<file path="src/rtl/ravenoc_pkg.sv">
// Shared RX-side defaults and types for the network interface receive path.
package ravenoc_pkg;

    localparam int unsigned FlitDataWidth = 32;
    localparam int unsigned NumVirtChn    = 3;
    localparam int unsigned BufferDepth   = 4;
    localparam int unsigned VcWidth       = (NumVirtChn > 1) ? $clog2(NumVirtChn) : 1;

    typedef logic [$clog2(BufferDepth+1)-1:0] rx_cnt_t;

    typedef struct packed {
        logic               req;
        logic [VcWidth-1:0] vc;
    } s_rx_rd_req_t;

    typedef struct packed {
        logic                     valid;
        logic                     err;
        logic [FlitDataWidth-1:0] data;
    } s_rx_rd_resp_t;

endpackage

</file>
<file path="src/rtl/ni_rx_fifo.sv">
// Single-VC circular FIFO with fill count and full/empty flags; storage is not reset.
module ni_rx_fifo #(
    parameter int unsigned Depth     = 4,
    parameter int unsigned DataWidth = 32,
    localparam int unsigned PtrWidth = $clog2(Depth),
    localparam int unsigned CntWidth = $clog2(Depth+1)
) (
    input  logic                 clk_axi,
    input  logic                 arst_axi,
    input  logic                 wr_en_i,
    input  logic [DataWidth-1:0] wr_data_i,
    input  logic                 rd_en_i,
    output logic [DataWidth-1:0] rd_data_o,
    output logic [CntWidth-1:0]  cnt_o,
    output logic                 full_o,
    output logic                 empty_o
);

    logic [DataWidth-1:0] mem_q [Depth];
    logic [PtrWidth-1:0]  wr_ptr_q, wr_ptr_d;
    logic [PtrWidth-1:0]  rd_ptr_q, rd_ptr_d;
    logic [CntWidth-1:0]  cnt_q, cnt_d;
    logic                 push, pop;

    function automatic logic [PtrWidth-1:0] next_ptr(input logic [PtrWidth-1:0] ptr);
        return (ptr == PtrWidth'(Depth - 1)) ? '0 : ptr + PtrWidth'(1);
    endfunction

    assign full_o    = (cnt_q == CntWidth'(Depth));
    assign empty_o   = (cnt_q == '0);
    assign cnt_o     = cnt_q;
    assign rd_data_o = mem_q[rd_ptr_q];
    assign push      = wr_en_i & ~full_o;
    assign pop       = rd_en_i & ~empty_o;

    always_comb begin
        wr_ptr_d = push ? next_ptr(wr_ptr_q) : wr_ptr_q;
        rd_ptr_d = pop  ? next_ptr(rd_ptr_q) : rd_ptr_q;
        cnt_d    = cnt_q;
        unique case ({push, pop})
            2'b10:   cnt_d = cnt_q + CntWidth'(1);
            2'b01:   cnt_d = cnt_q - CntWidth'(1);
            default: cnt_d = cnt_q;
        endcase
    end

    always_ff @(posedge clk_axi or posedge arst_axi) begin
        if (arst_axi) begin
            wr_ptr_q <= '0;
            rd_ptr_q <= '0;
            cnt_q    <= '0;
        end else begin
            wr_ptr_q <= wr_ptr_d;
            rd_ptr_q <= rd_ptr_d;
            cnt_q    <= cnt_d;
        end
    end

    always_ff @(posedge clk_axi) begin
        if (push) begin
            mem_q[wr_ptr_q] <= wr_data_i;
        end
    end

endmodule

</file>
<file path="src/rtl/ni_rx_vc_buffer.sv">
// NI receive buffer: one FIFO per VC, registered single-flit pop response, status flags.
// Optional RAVENOC_RX_IRQ_EN adds a maskable per-VC "data available" interrupt.
import ravenoc_pkg::*;

module ni_rx_vc_buffer #(
    parameter int unsigned NumVirtChn    = ravenoc_pkg::NumVirtChn,
    parameter int unsigned BufferDepth   = ravenoc_pkg::BufferDepth,
    parameter int unsigned FlitDataWidth = ravenoc_pkg::FlitDataWidth,
    localparam int unsigned VcWidth      = (NumVirtChn > 1) ? $clog2(NumVirtChn) : 1,
    localparam int unsigned CntWidth     = $clog2(BufferDepth+1)
) (
    input  logic                                 clk_axi,
    input  logic                                 arst_axi,
    input  logic                                 pkt_in_valid_i,
    input  logic [FlitDataWidth-1:0]             pkt_in_data_i,
    input  logic [VcWidth-1:0]                   pkt_in_vc_i,
    output logic                                 pkt_in_ready_o,
    input  logic                                 rd_req_i,
    input  logic [VcWidth-1:0]                   rd_vc_i,
    output logic                                 rd_valid_o,
    output logic [FlitDataWidth-1:0]             rd_data_o,
    output logic                                 rd_err_o,
    output logic [NumVirtChn-1:0]                vc_empty_o,
    output logic [NumVirtChn-1:0]                vc_full_o,
    output logic [NumVirtChn-1:0][CntWidth-1:0]  vc_cnt_o,
`ifdef RAVENOC_RX_IRQ_EN
    input  logic [NumVirtChn-1:0]                irq_mask_i,
    output logic [NumVirtChn-1:0]                irq_rx_o,
`endif
    output logic                                 drop_err_o
);

    logic [NumVirtChn-1:0]    wr_en, rd_en;
    logic [FlitDataWidth-1:0] fifo_rdata [NumVirtChn];
    logic                     wr_hit, rd_hit, rd_empty, rd_ok;
    logic [FlitDataWidth-1:0] rd_flit;

    logic                     rd_valid_q, rd_valid_d;
    logic                     rd_err_q, rd_err_d;
    logic [FlitDataWidth-1:0] rd_data_q, rd_data_d;
    logic                     drop_err_q, drop_err_d;

    for (genvar g = 0; g < NumVirtChn; g++) begin : g_fifo
        ni_rx_fifo #(
            .Depth     (BufferDepth),
            .DataWidth (FlitDataWidth)
        ) u_fifo (
            .clk_axi   (clk_axi),
            .arst_axi  (arst_axi),
            .wr_en_i   (wr_en[g]),
            .wr_data_i (pkt_in_data_i),
            .rd_en_i   (rd_en[g]),
            .rd_data_o (fifo_rdata[g]),
            .cnt_o     (vc_cnt_o[g]),
            .full_o    (vc_full_o[g]),
            .empty_o   (vc_empty_o[g])
        );
    end

    // Unmatched VCs leave ready high so out-of-range flits are swallowed, not stalled.
    always_comb begin
        wr_en          = '0;
        rd_en          = '0;
        wr_hit         = 1'b0;
        rd_hit         = 1'b0;
        rd_empty       = 1'b1;
        rd_flit        = '0;
        pkt_in_ready_o = 1'b1;
        for (int i = 0; i < NumVirtChn; i++) begin
            if (pkt_in_vc_i == VcWidth'(i)) begin
                wr_hit         = 1'b1;
                pkt_in_ready_o = ~vc_full_o[i];
                wr_en[i]       = pkt_in_valid_i & ~vc_full_o[i];
            end
            if (rd_vc_i == VcWidth'(i)) begin
                rd_hit   = 1'b1;
                rd_empty = vc_empty_o[i];
                rd_flit  = fifo_rdata[i];
                rd_en[i] = rd_req_i & ~vc_empty_o[i];
            end
        end
    end

    assign rd_ok = rd_req_i & rd_hit & ~rd_empty;

    always_comb begin
        rd_valid_d = rd_req_i;
        rd_err_d   = rd_req_i & ~rd_ok;
        rd_data_d  = rd_data_q;
        if (rd_req_i) begin
            rd_data_d = rd_ok ? rd_flit : '0;
        end
        drop_err_d = drop_err_q | (pkt_in_valid_i & ~wr_hit);
    end

    always_ff @(posedge clk_axi or posedge arst_axi) begin
        if (arst_axi) begin
            rd_valid_q <= 1'b0;
            rd_err_q   <= 1'b0;
            rd_data_q  <= '0;
            drop_err_q <= 1'b0;
        end else begin
            rd_valid_q <= rd_valid_d;
            rd_err_q   <= rd_err_d;
            rd_data_q  <= rd_data_d;
            drop_err_q <= drop_err_d;
        end
    end

    assign rd_valid_o = rd_valid_q;
    assign rd_err_o   = rd_err_q;
    assign rd_data_o  = rd_data_q;
    assign drop_err_o = drop_err_q;

`ifdef RAVENOC_RX_IRQ_EN
    logic [NumVirtChn-1:0] irq_q, irq_d;

    always_comb begin
        irq_d = '0;
        for (int i = 0; i < NumVirtChn; i++) begin
            irq_d[i] = (vc_cnt_o[i] != '0) & ~irq_mask_i[i];
        end
    end

    always_ff @(posedge clk_axi or posedge arst_axi) begin
        if (arst_axi) begin
            irq_q <= '0;
        end else begin
            irq_q <= irq_d;
        end
    end

    assign irq_rx_o = irq_q;
`endif

endmodule

</file>
<file path="config.mk">
export PLATFORM = sky130hd
export DESIGN_NAME = ni_rx_vc_buffer
export DESIGN_NICKNAME = d
export VERILOG_FILES = /design/src/rtl/ravenoc_pkg.sv /design/src/rtl/ni_rx_fifo.sv /design/src/rtl/ni_rx_vc_buffer.sv
export SDC_FILE = /design/constraint.sdc
export NUM_CORES = 1
export LEC_CHECK = 0
export CORE_MARGIN = 4
export CORE_UTILIZATION = 25
export CTS_CLUSTER_DIAMETER = 200
export DETAILED_ROUTE_END_ITERATION = 12
export SYNTH_ARGS = -nofsm -noshare
export SYNTH_HDL_FRONTEND = slang
export SYNTH_SLANG_ARGS = --single-unit
</file>
<file path="constraint.sdc">
create_clock -name clk_axi -period 6.8 [get_ports clk_axi]
set_input_delay 2.04 -clock clk_axi [delete_from_list [all_inputs] [get_ports clk_axi]]
set_output_delay 2.04 -clock clk_axi [all_outputs]
set_load 0.05 [all_outputs]
</file>
==> results_dict.tcl, run 1 <==
set metrics [dict create \
    status "completed" \
    synth-seq-cells 440 \
    routed-via-count 8935 \
    worstReg2RegEnd "g_fifo[1].u_fifo.mem_q[2][5]$_DFFE_PP_" \
    synth.top_cells.by_count "sky130_fd_sc_hd__edfxtp_1 (384), sky130_fd_sc_hd__mux2i_1 (120), sky130_fd_sc_hd__dfrtp_1 (56)" \
    cp.required_ns 4.76 \
    num_antenna_cells 0 \
    cts.hold.buffers_added 0 \
    number_of_distinct_library_cells_after_synthesis 49 \
    setup_viol 0 \
    finalWeightedCongestion 0.686 \
    holdPathEnd "drop_err_o$_DFF_PP0_" \
    grt_overflow 0 \
    clock_insertion_delay_worst_skew_ns 0.56 \
    remaining_drc_errors 0 \
    routed_wire_length_per_instance_um 20.0 \
    number_of_hold_slack_violations_in_the_final_timing_report 0 \
    layout-drive-gt1-share 0.175 \
    synth_area_um2 17600 \
    crit_chain "clkdlybuf4s50_1 -> inv_1 -> nand2_1 -> a21oi_1 -> a31oi_1 -> clkdlybuf4s50_1" \
    clkTransAtPathRegs_ns 0.06 \
    finalSetupTns_ns 0 \
    die_area_um2 74900 \
    crit_top_cell "sky130_fd_sc_hd__clkdlybuf4s50_1" \
    ctsRootBufferMaster "sky130_fd_sc_hd__clkbuf_16" \
    vias_in_the_first_global_route 9378 \
    worst-path-max-fanout 5 \
    clk_path_buf_depth 3 \
    cts-htree-levels 2 \
    final_min_period_ns 5.84 \
    worst-r2r-cell-count 3 \
    finalNetCount 1140 \
    grt_setup_unrepaired "false" \
    gr-usage-all-layers 0.109 \
    drt_first_iter_violations 490 \
    rows 97 \
    timing.max_slew.rel_slack 0.215 \
    path_class "in2out" \
    grt_antenna_before_repair 1 \
    max_cap_viols 0 \
    antenna_left 0 \
    worst_ep_arrival_time_ns 3.80 \
    placeableCoreArea_um2 70000 \
    worst_ir_drop_on_vdd_mv 0.230 \
    period_share 0.859 \
    synth.most_common_cell "sky130_fd_sc_hd__edfxtp_1" \
    start_util 0.252 \
    setup.reg_to_reg.worst_slack_ns 3.93 \
    vias_per_cell 4.34 \
    yosys.area_share.adder 0.0162 \
    synth_top_family_by_area "multiplexers" \
    maximum_number_of_pins_on_one_net_before_global_route_repair 61 \
    postSynthCellCount 986 \
    cell_area_power_density_nw_per_um2 390 \
    routed_wl_um 41100 \
    worstHoldStart "drop_err_o$_DFF_PP0_" \
    grt_first_pass_wirelength_um 61200 \
    cts_resized 0 \
    max_clk_rate_ghz 0.171 \
    postSynthNetCount 1047 \
    postSynthAreaPerCell_um2 17.9 \
    end_kind "output pin" \
    p_leak_uw 0.00713 \
    holdWs_ns 0.487 \
    synth_ff_type "sky130_fd_sc_hd__edfxtp_1" \
    dpl.hpwl_um 23500 \
    ioPinCount 91 \
    min_delay_path_depth 1 \
    port_buffers 90 \
    postCtsSetupRepairBufs 0 \
    critPathMaxStageDelay_ns 0.82 \
    firstDrtPassIters 5 \
    synth.top_cell.area_share 0.653 \
    timing_worst_slew_pin_value_ns 1.18 \
    finalClockSkew_ns 0.0143 \
    hold_path.class "reg2reg" \
    postSynth.asyncResetShare 0.127 \
    timing_max_transition_violations_final 0 \
    seq_area_frac_synth 0.733 \
    post_synth_xor_area_fraction 0.00447 \
    number_of_clock_sinks_seen_by_cts 440 \
    cts_buffers 47 \
    dpl-instance-area_um2 19500 \
    synth_edf_count 384 \
    worst_path_max_delay_cell "sky130_fd_sc_hd__clkdlybuf4s50_1" \
    type_of_element_launching_the_critical_path "input pin" \
    synth_top_area_cell "sky130_fd_sc_hd__edfxtp_1" \
    area_growth_pct 19.2 \
    synth.area.mux_share 0.121 \
    synth_simple_gate_area_share 0.0317 \
    die_height_um 274 \
    synthesis.yosys.warnings 0 \
    clock_tree_from_tritoncts "done" \
    timing.rr.start "g_fifo[1].u_fifo.cnt_o[2]$_DFFE_PP0P_" \
    synth-compound-area-share 0.0634 \
    netlist_top_cells_area "sky130_fd_sc_hd__edfxtp_1 (65%), sky130_fd_sc_hd__dfrtp_1 (7.9%), sky130_fd_sc_hd__mux2i_1 (6.8%), sky130_fd_sc_hd__mux2_2 (3.5%), sky130_fd_sc_hd__o221ai_1 (1.5%)" \
    die_width_um 274 \
    fin_area_um2 21000 \
]
==> cell type report <==
| type | count | area (µm²) |
|---|---|---|
| clock buffer | 61 | 1280 |
| clock inverter | 26 | 287 |
| fill | 6826 | 49000 |
| inverter | 47 | 178 |
| multi-input combinational | 441 | 4190 |
| sequential | 440 | 12900 |
| tap | 940 | 1180 |
| timing repair buffer | 102 | 981 |
==> flip-flops by register name, summed over array words and instances, names as in the netlist <==
register and flops:
rd_err_o 1, g_fifo.u_fifo.rd_ptr_q 6, g_fifo.u_fifo.mem_q 384, rd_valid_o 1, drop_err_o 1, g_fifo.u_fifo.cnt_o 9
rd_data_o 32, g_fifo.u_fifo.wr_ptr_q 6
==> worst max path at each step <==
stage,start,to,slack [ns],cells past startpoint
floorplan,pkt_in_vc_i[0],pkt_in_ready_o,1.76,4
global placement,pkt_in_vc_i[0],pkt_in_ready_o,0.95,6
detailed placement,pkt_in_vc_i[0],pkt_in_ready_o,0.95,6
CTS,pkt_in_vc_i[0],pkt_in_ready_o,0.95,6
global route,pkt_in_vc_i[0],pkt_in_ready_o,0.88,6
finish,pkt_in_vc_i[0],pkt_in_ready_o,0.96,6
==> logic make-up after synthesis <==
family | Yosys count
DFF | 440
muxes | 190
AOI/OAI and AO/OA | 125
buffers and inverters | 105
and+or+nand+nor | 96
adders and majority gates | 21
xor gates and xnor gates | 9
==> per-layer routing <==
| layer | track usage | routed length (µm) | part of all wire |
|---|---|---|---|
| met1 | 0.138 | 17800 | 0.43 |
| met4 | 0.0275 | 784 | 0.019 |
| met3 | 0.0248 | 2440 | 0.059 |
| met2 | 0.188 | 20100 | 0.49 |
| met5 | 0 | 13 | 0.00032 |
==> layout by cell type (no fill, tap or decap), types with 10 or more instances in the layout <==
cell type,count
sky130_fd_sc_hd__o22a_1,25
sky130_fd_sc_hd__ha_1,18
sky130_fd_sc_hd__clkinv_2,10
sky130_fd_sc_hd__edfxtp_1,384
sky130_fd_sc_hd__nand2_1,11
sky130_fd_sc_hd__o22ai_2,20
sky130_fd_sc_hd__dfrtp_1,53
sky130_fd_sc_hd__mux2i_1,120
sky130_fd_sc_hd__clkbuf_16,49
sky130_fd_sc_hd__mux4_2,11
sky130_fd_sc_hd__and2_2,12
sky130_fd_sc_hd__o221ai_1,31
sky130_fd_sc_hd__inv_1,46
sky130_fd_sc_hd__clkdlybuf4s50_1,88
sky130_fd_sc_hd__clkbuf_1,11
sky130_fd_sc_hd__a22oi_1,25
sky130_fd_sc_hd__buf_4,12
sky130_fd_sc_hd__nand3_1,25
sky130_fd_sc_hd__mux2_2,55
==> through the flow <==
stage	power (µW)	utilization	setup slack [ns]	cells
after CTS	8320	0.300	0.946	2057
after floorplan	5070	-	1.76	986
after global routing	8610	0.300	0.879	2057
after detailed placement	5730	0.278	0.950	1970
after global placement	5690	0.278	0.947	1970
final	8210	0.300	0.962	2057
==> report_power, final <==
part / switching (µW) / leakage, µW / internal [µW] / total (µW)
Combinational: 1210 / 0.00220 / 877 / 2090
Clock: 1020 / 0.000766 / 1560 / 2580
Sequential: 340 / 0.00416 / 3210 / 3550
Total: 2570 / 0.00713 / 5640 / 8210
==> worst max-delay path, delay by kind of cell <==
| kind | cells | cell delay, ns |
|---|---|---|
| buffers and inverters | 3 | 1.48 |
| AOI/OAI and AO/OA | 2 | 0.21 |
| and+or+nand+nor | 1 | 0.07 |
Power figures use the tool's default switching activity.
==> run 2: changes to the inputs <==
--- a/config.mk
+++ b/config.mk
@@ -5,7 +5,6 @@
 export SDC_FILE = /design/constraint.sdc
 export NUM_CORES = 1
 export LEC_CHECK = 0
-export CORE_MARGIN = 4
 export CORE_UTILIZATION = 25
 export CTS_CLUSTER_DIAMETER = 200
 export DETAILED_ROUTE_END_ITERATION = 12
==> constraint.sdc (replaced) <==
create_clock -name clk_axi -period 4.89 [get_ports clk_axi]
set_input_delay 1.467 -clock clk_axi [delete_from_list [all_inputs] [get_ports clk_axi]]
set_output_delay 1.467 -clock clk_axi [all_outputs]
set_load 0.05 [all_outputs]
==> run 2 against run 1 <==
Clock-buffer cell count grew 5. Critical path depth unchanged. Sequential cell count stayed put. Final cell count rose by 1.1%. Power is 40% higher. Worst setup slack worse by 0.20 ns. Final area is 1.3% higher. Global-route usage grew 0.81 points. Largest cell class unchanged. Combinational power is 40% higher. Die area fell by 4.3%. First-iteration DRC count is 43% higher.
==> results_dict.tcl, run 2 (synthesized netlist as in run 1, its figures left out) <==
set metrics [dict create \
    fin_area_um2 21300 \
    die_width_um 268 \
    worst_ir_drop_on_vdd_mv 0.437 \
    finalNetCount 1162 \
    dpl-instance-area_um2 19700 \
    finalWeightedCongestion 0.727 \
    clk_path_buf_depth 3 \
    grt_antenna_before_repair 1 \
    gr-usage-all-layers 0.117 \
    grt_first_pass_wirelength_um 61900 \
    remaining_drc_errors 0 \
    worst_path_max_delay_cell "sky130_fd_sc_hd__clkdlybuf4s50_1" \
    number_of_clock_sinks_seen_by_cts 440 \
    finalClockSkew_ns 0.0262 \
    ioPinCount 91 \
    number_of_hold_slack_violations_in_the_final_timing_report 0 \
    ctsRootBufferMaster "sky130_fd_sc_hd__clkbuf_16" \
    rows 97 \
    setup_viol 0 \
    timing_worst_slew_pin_value_ns 1.13 \
    cts_buffers 47 \
    status "completed" \
    layout-drive-gt1-share 0.187 \
    largest_reg_flops 384 \
    start_util 0.252 \
    most_frequent_cells_in_the_layout "sky130_fd_sc_hd__edfxtp_1 (384), sky130_fd_sc_hd__mux2i_1 (120), sky130_fd_sc_hd__clkdlybuf4s50_1 (87), sky130_fd_sc_hd__mux2_2 (55), sky130_fd_sc_hd__dfrtp_1 (53)" \
    clock_insertion_delay_worst_skew_ns 0.59 \
    cts_resized 0 \
    mostFrequentLayoutCell "sky130_fd_sc_hd__edfxtp_1" \
    critPathMaxStageDelay_ns 0.56 \
    worst_ep_arrival_time_ns 2.66 \
    placeableCoreArea_um2 69900 \
    family_with_the_most_delay_on_the_worst_path "buffers and inverters" \
    worst-r2r-cell-count 5 \
    vias_per_cell 4.34 \
    timing_max_transition_violations_final 0 \
    hold_path.class "reg2reg" \
    num_antenna_cells 0 \
    routed_wl_um 41300 \
    path_class "in2out" \
    die_area_um2 71600 \
    routed_wire_length_per_instance_um 19.9 \
    firstDrtPassIters 7 \
    worst-path-max-fanout 5 \
    area_growth_pct 20.8 \
    timing.max_slew.rel_slack 0.247 \
    postCtsSetupRepairBufs 0 \
    max_cap_viols 0 \
    cp.required_ns 3.42 \
    cts.hold.buffers_added 0 \
    maximum_number_of_pins_on_one_net_before_global_route_repair 61 \
    cell_area_power_density_nw_per_um2 540 \
    grt_setup_unrepaired "false" \
    crit_chain "clkdlybuf4s50_1 -> inv_1 -> nand2_1 -> a21oi_1 -> a31oi_1 -> buf_4" \
    p_leak_uw 0.00727 \
    drt_first_iter_violations 701 \
    final_min_period_ns 4.13 \
    min_delay_path_depth 1 \
    die_height_um 268 \
    dpl.hpwl_um 25200 \
    antenna_left 0 \
    grt_overflow 0 \
    clkTransAtPathRegs_ns 0.05 \
    worstPathBufferInverterCount 3 \
    routed-via-count 9027 \
    finalSetupTns_ns 0 \
    clock_tree_from_tritoncts "done" \
    max_clk_rate_ghz 0.242 \
    type_of_element_launching_the_critical_path "input pin" \
    register_ranked_first_by_flip_flop_count "g_fifo.u_fifo.mem_q" \
    fin_total_pwr_uw 11500 \
    period_share 0.844 \
    port_buffers 90 \
    critical_path_cell_count 6 \
    vias_in_the_first_global_route 9535 \
    end_kind "output pin" \
    cts-htree-levels 2 \
]
-- run 2: changes by cell type in the layout (fill, tap and decap cells not counted), sizes merged --
cell / delta
inv: +1
clkdlybuf4s50: -1
clkinvlp: -1
clkinv: -4
clkbuf: +5
buf: +23
-- run 2: layer usage --
metal	share of wire	GRT usage	vias to the layer above
met5	0.00022	0	-
met4	0.018	0.0284	2
met2	0.49	0.196	204
li1	-	-	4091
met3	0.052	0.0255	65
met1	0.44	0.153	4665
-- run 2: power by group --
| group | switching, µW | total (µW) | internal (µW) |
|---|---|---|---|
| Clock | 1470 | 3610 | 2140 |
| Combinational | 1650 | 2920 | 1270 |
| Sequential | 520 | 4970 | 4450 |
| Total | 3640 | 11500 | 7870 |
-- run 2: final cells by class --
| type | instances | area (µm²) |
|---|---|---|
| fill | 6862 | 48600 |
| sequential | 440 | 12900 |
| multi-input combinational | 441 | 4190 |
| clock buffer | 66 | 1270 |
| timing repair buffer | 124 | 1260 |
| tap | 940 | 1180 |
| clock inverter | 22 | 303 |
| inverter | 47 | 176 |
-- run 2: final timing paths --
| kind | endpoint | slack [ns] | from |
|---|---|---|---|
| min in group asynchronous | rd_data_o[26]$_DFFE_PP0P_ | 1.46 | arst_axi |
| worst min-delay path | drop_err_o$_DFF_PP0_ | 0.50 | drop_err_o$_DFF_PP0_ |
| worst min register to register | drop_err_o$_DFF_PP0_ | 0.50 | drop_err_o$_DFF_PP0_ |
| worst max-delay path | pkt_in_ready_o | 0.76 | pkt_in_vc_i[0] |
| worst max register to register | g_fifo[2].u_fifo.mem_q[3][2]$_DFFE_PP_ | 2.19 | g_fifo[2].u_fifo.cnt_o[1]$_DFFE_PP0P_ |
| max in group asynchronous | g_fifo[1].u_fifo.rd_ptr_q[1]$_DFFE_PP0P_ | 2.54 | arst_axi |
-- run 2: through the flow --
step	hold slack [ns]	utilization	std cells	setup WS (ns)
floorplan	0.534	-	986	0.999
global placement	0.479	0.282	1992	0.758
detailed placement	0.487	0.282	1992	0.765
CTS	0.507	0.305	2080	0.751
global route	0.533	0.305	2080	0.657
finish	0.503	0.305	2080	0.765
==> run 3: changes to the inputs <==
==> constraint.sdc (replaced) <==
create_clock -name clk_axi -period 3.5 [get_ports clk_axi]
set_input_delay 1.05 -clock clk_axi [delete_from_list [all_inputs] [get_ports clk_axi]]
set_output_delay 1.05 -clock clk_axi [all_outputs]
set_load 0.05 [all_outputs]
==> run 3 against run 2 <==
Critical path type is now reg2out. Core utilization is essentially flat. Register-to-register slack lost 1.1 ns. Worst setup slack lost 0.65 ns. Non-clock buffer count grew 10. Worst hold slack lost 0.0084 ns. Power grew 37%. Clock skew shrank 0.0072 ns. Sequential power grew 38%. Combinational power grew 47%. Sequential share of layout area is essentially flat. The flow now finishes with violations (DRC). Critical path depth shrank 4. First-iteration DRC count shrank 11%. Largest cell class unchanged.
==> results_dict.tcl, run 3 (synthesized netlist as in run 1, its figures left out) <==
set metrics [dict create \
    most_frequent_cells_in_the_layout "sky130_fd_sc_hd__edfxtp_1 (384), sky130_fd_sc_hd__mux2i_1 (120), sky130_fd_sc_hd__clkdlybuf4s50_1 (86), sky130_fd_sc_hd__mux2_2 (55), sky130_fd_sc_hd__dfrtp_1 (53)" \
    cell_area_power_density_nw_per_um2 740 \
    end_kind "output pin" \
    antenna_left 0 \
    rows 97 \
    placeableCoreArea_um2 69900 \
    gr-usage-all-layers 0.118 \
    p_leak_uw 0.00728 \
    grt_overflow 0 \
    setup.reg_to_reg.worst_slack_ns 1.11 \
    finalNetCount 1170 \
    setup_viol 0 \
    vias_in_the_first_global_route 9606 \
    port_buffers 90 \
    type_of_element_launching_the_critical_path "register" \
    share_clk_of_total_power 0.294 \
    internal_power_uw 10700 \
    cts_resized 0 \
    timing_worst_slew_pin_value_ns 1.12 \
    num_antenna_cells 0 \
    number_of_hold_slack_violations_in_the_final_timing_report 0 \
    finalSetupTns_ns 0 \
    grt_first_pass_wirelength_um 62400 \
    postCtsSetupRepairBufs 0 \
    hold_path.class "reg2reg" \
    cts.hold.buffers_added 0 \
    filler_cell_count 6805 \
    cts-htree-levels 2 \
    power.share.combinational 0.271 \
    status "finished with violations" \
    finalWeightedCongestion 0.714 \
    die_height_um 268 \
    timing_max_transition_violations_final 0 \
    clk_path_buf_depth 3 \
    routed_wire_length_per_instance_um 20.3 \
    clock_insertion_delay_worst_skew_ns 0.57 \
    period_share 0.968 \
    max_cap_viols 0 \
    worstHoldStart "drop_err_o$_DFF_PP0_" \
    ioPinCount 91 \
    post_place_setup_slack_ns 0.174 \
    clkTransAtPathRegs_ns 0.06 \
    violated_checks "DRC" \
    area.sequential_um2 12900 \
    cp.required_ns 2.45 \
    area_growth_pct 20.8 \
    grt_antenna_before_repair 1 \
    number_of_placed_instances_taps_included 2002 \
    path_class "reg2out" \
    largest_reg_flops 384 \
    layout-drive-gt1-share 0.192 \
    routed-via-count 9136 \
    power.share.switching 0.320 \
    routed_wl_um 42300 \
    ctsRootBufferMaster "sky130_fd_sc_hd__clkbuf_16" \
    start_util 0.252 \
    vias_per_cell 4.39 \
    timing.max_slew.rel_slack 0.254 \
    mostFrequentLayoutCell "sky130_fd_sc_hd__edfxtp_1" \
    firstDrtPassIters 9 \
    timing.rr.start "g_fifo[0].u_fifo.rd_ptr_q[1]$_DFFE_PP0P_" \
    p_sw_uw 5050 \
    die_width_um 268 \
    multi_input_comb_area_um2 4190 \
    remaining_drc_errors 2 \
    finalClockSkew_ns 0.0190 \
    cts_buffers 45 \
    drt_first_iter_violations 624 \
    holdWs_ns 0.495 \
    grt_setup_unrepaired "false" \
    clock_tree_from_tritoncts "done" \
    worst-path-max-fanout 5 \
    dpl.hpwl_um 24500 \
    maximum_number_of_pins_on_one_net_before_global_route_repair 47 \
    final_min_period_ns 3.39 \
    worst_ir_drop_on_vdd_mv 0.562 \
    final_critical_path_setup_slack_ns 0.113 \
    fin_total_pwr_uw 15800 \
    setup.worst_path.start "g_fifo[0].u_fifo.cnt_o[0]$_DFFE_PP0P_" \
    worst_ep_arrival_time_ns 2.34 \
    layoutNonFillerInstCount 2083 \
    max_clk_rate_ghz 0.295 \
    number_of_clock_sinks_seen_by_cts 440 \
    pwr-share-seq 0.435 \
    register_ranked_first_by_flip_flop_count "g_fifo.u_fifo.mem_q" \
    die_area_um2 71600 \
]
run 3: final cells by class:
class	count	share of cell area
repair buffers	134	0.0664
clock buffers	62	0.0573
clock inverters	19	0.00916
well taps	940	0.0552
multi-input cells	441	0.197
flip-flops and latches	440	0.607
inverters	47	0.00828
run 3: layer usage:
metal | GRT usage | vias to the layer above | part of all wire
li1 | - | 4113 | -
met1 | 0.159 | 4729 | 0.45
met2 | 0.199 | 229 | 0.48
met3 | 0.0192 | 65 | 0.048
met4 | 0.0281 | 0 | 0.017
met5 | 0 | - | 0
run 3: power groups by stage:
stage,Combinational (µW),Clock [µW],Sequential [µW]
2_1_floorplan,2640,0,7200
3_3_place_gp,4260,0,6960
3_5_place_dp,4330,0,6990
4_1_cts,4350,4720,6890
5_1_grt,4570,4940,6940
6_report,4280,4640,6860
run 3: worst max-delay path: stages (launching register included):
cell and delay [ns]:
sky130_fd_sc_hd__dfrtp_1 0.44, sky130_fd_sc_hd__nor3b_1 0.44, sky130_fd_sc_hd__clkdlybuf4s50_1 0.89
run 3: path summary, 6_finish.rpt:
check / to / cells past startpoint
max in group asynchronous: g_fifo[2].u_fifo.wr_ptr_q[1]$_DFFE_PP0P_ / 3
min in group asynchronous: rd_data_o[28]$_DFFE_PP0P_ / 2
hold / removal: drop_err_o$_DFF_PP0_ / 1
hold reg to reg: drop_err_o$_DFF_PP0_ / 1
setup / recovery: vc_full_o[0] / 2
setup reg to reg: rd_data_o[3]$_DFFE_PP0P_ / 5
run 3: stage by stage:
stage                     utilization  instance area [µm²]
after floorplan                     -                17600
after global placement          0.285                19900
after detailed placement        0.285                19900
after CTS                       0.305                21300
after global routing            0.305                21300
final                           0.305                21300
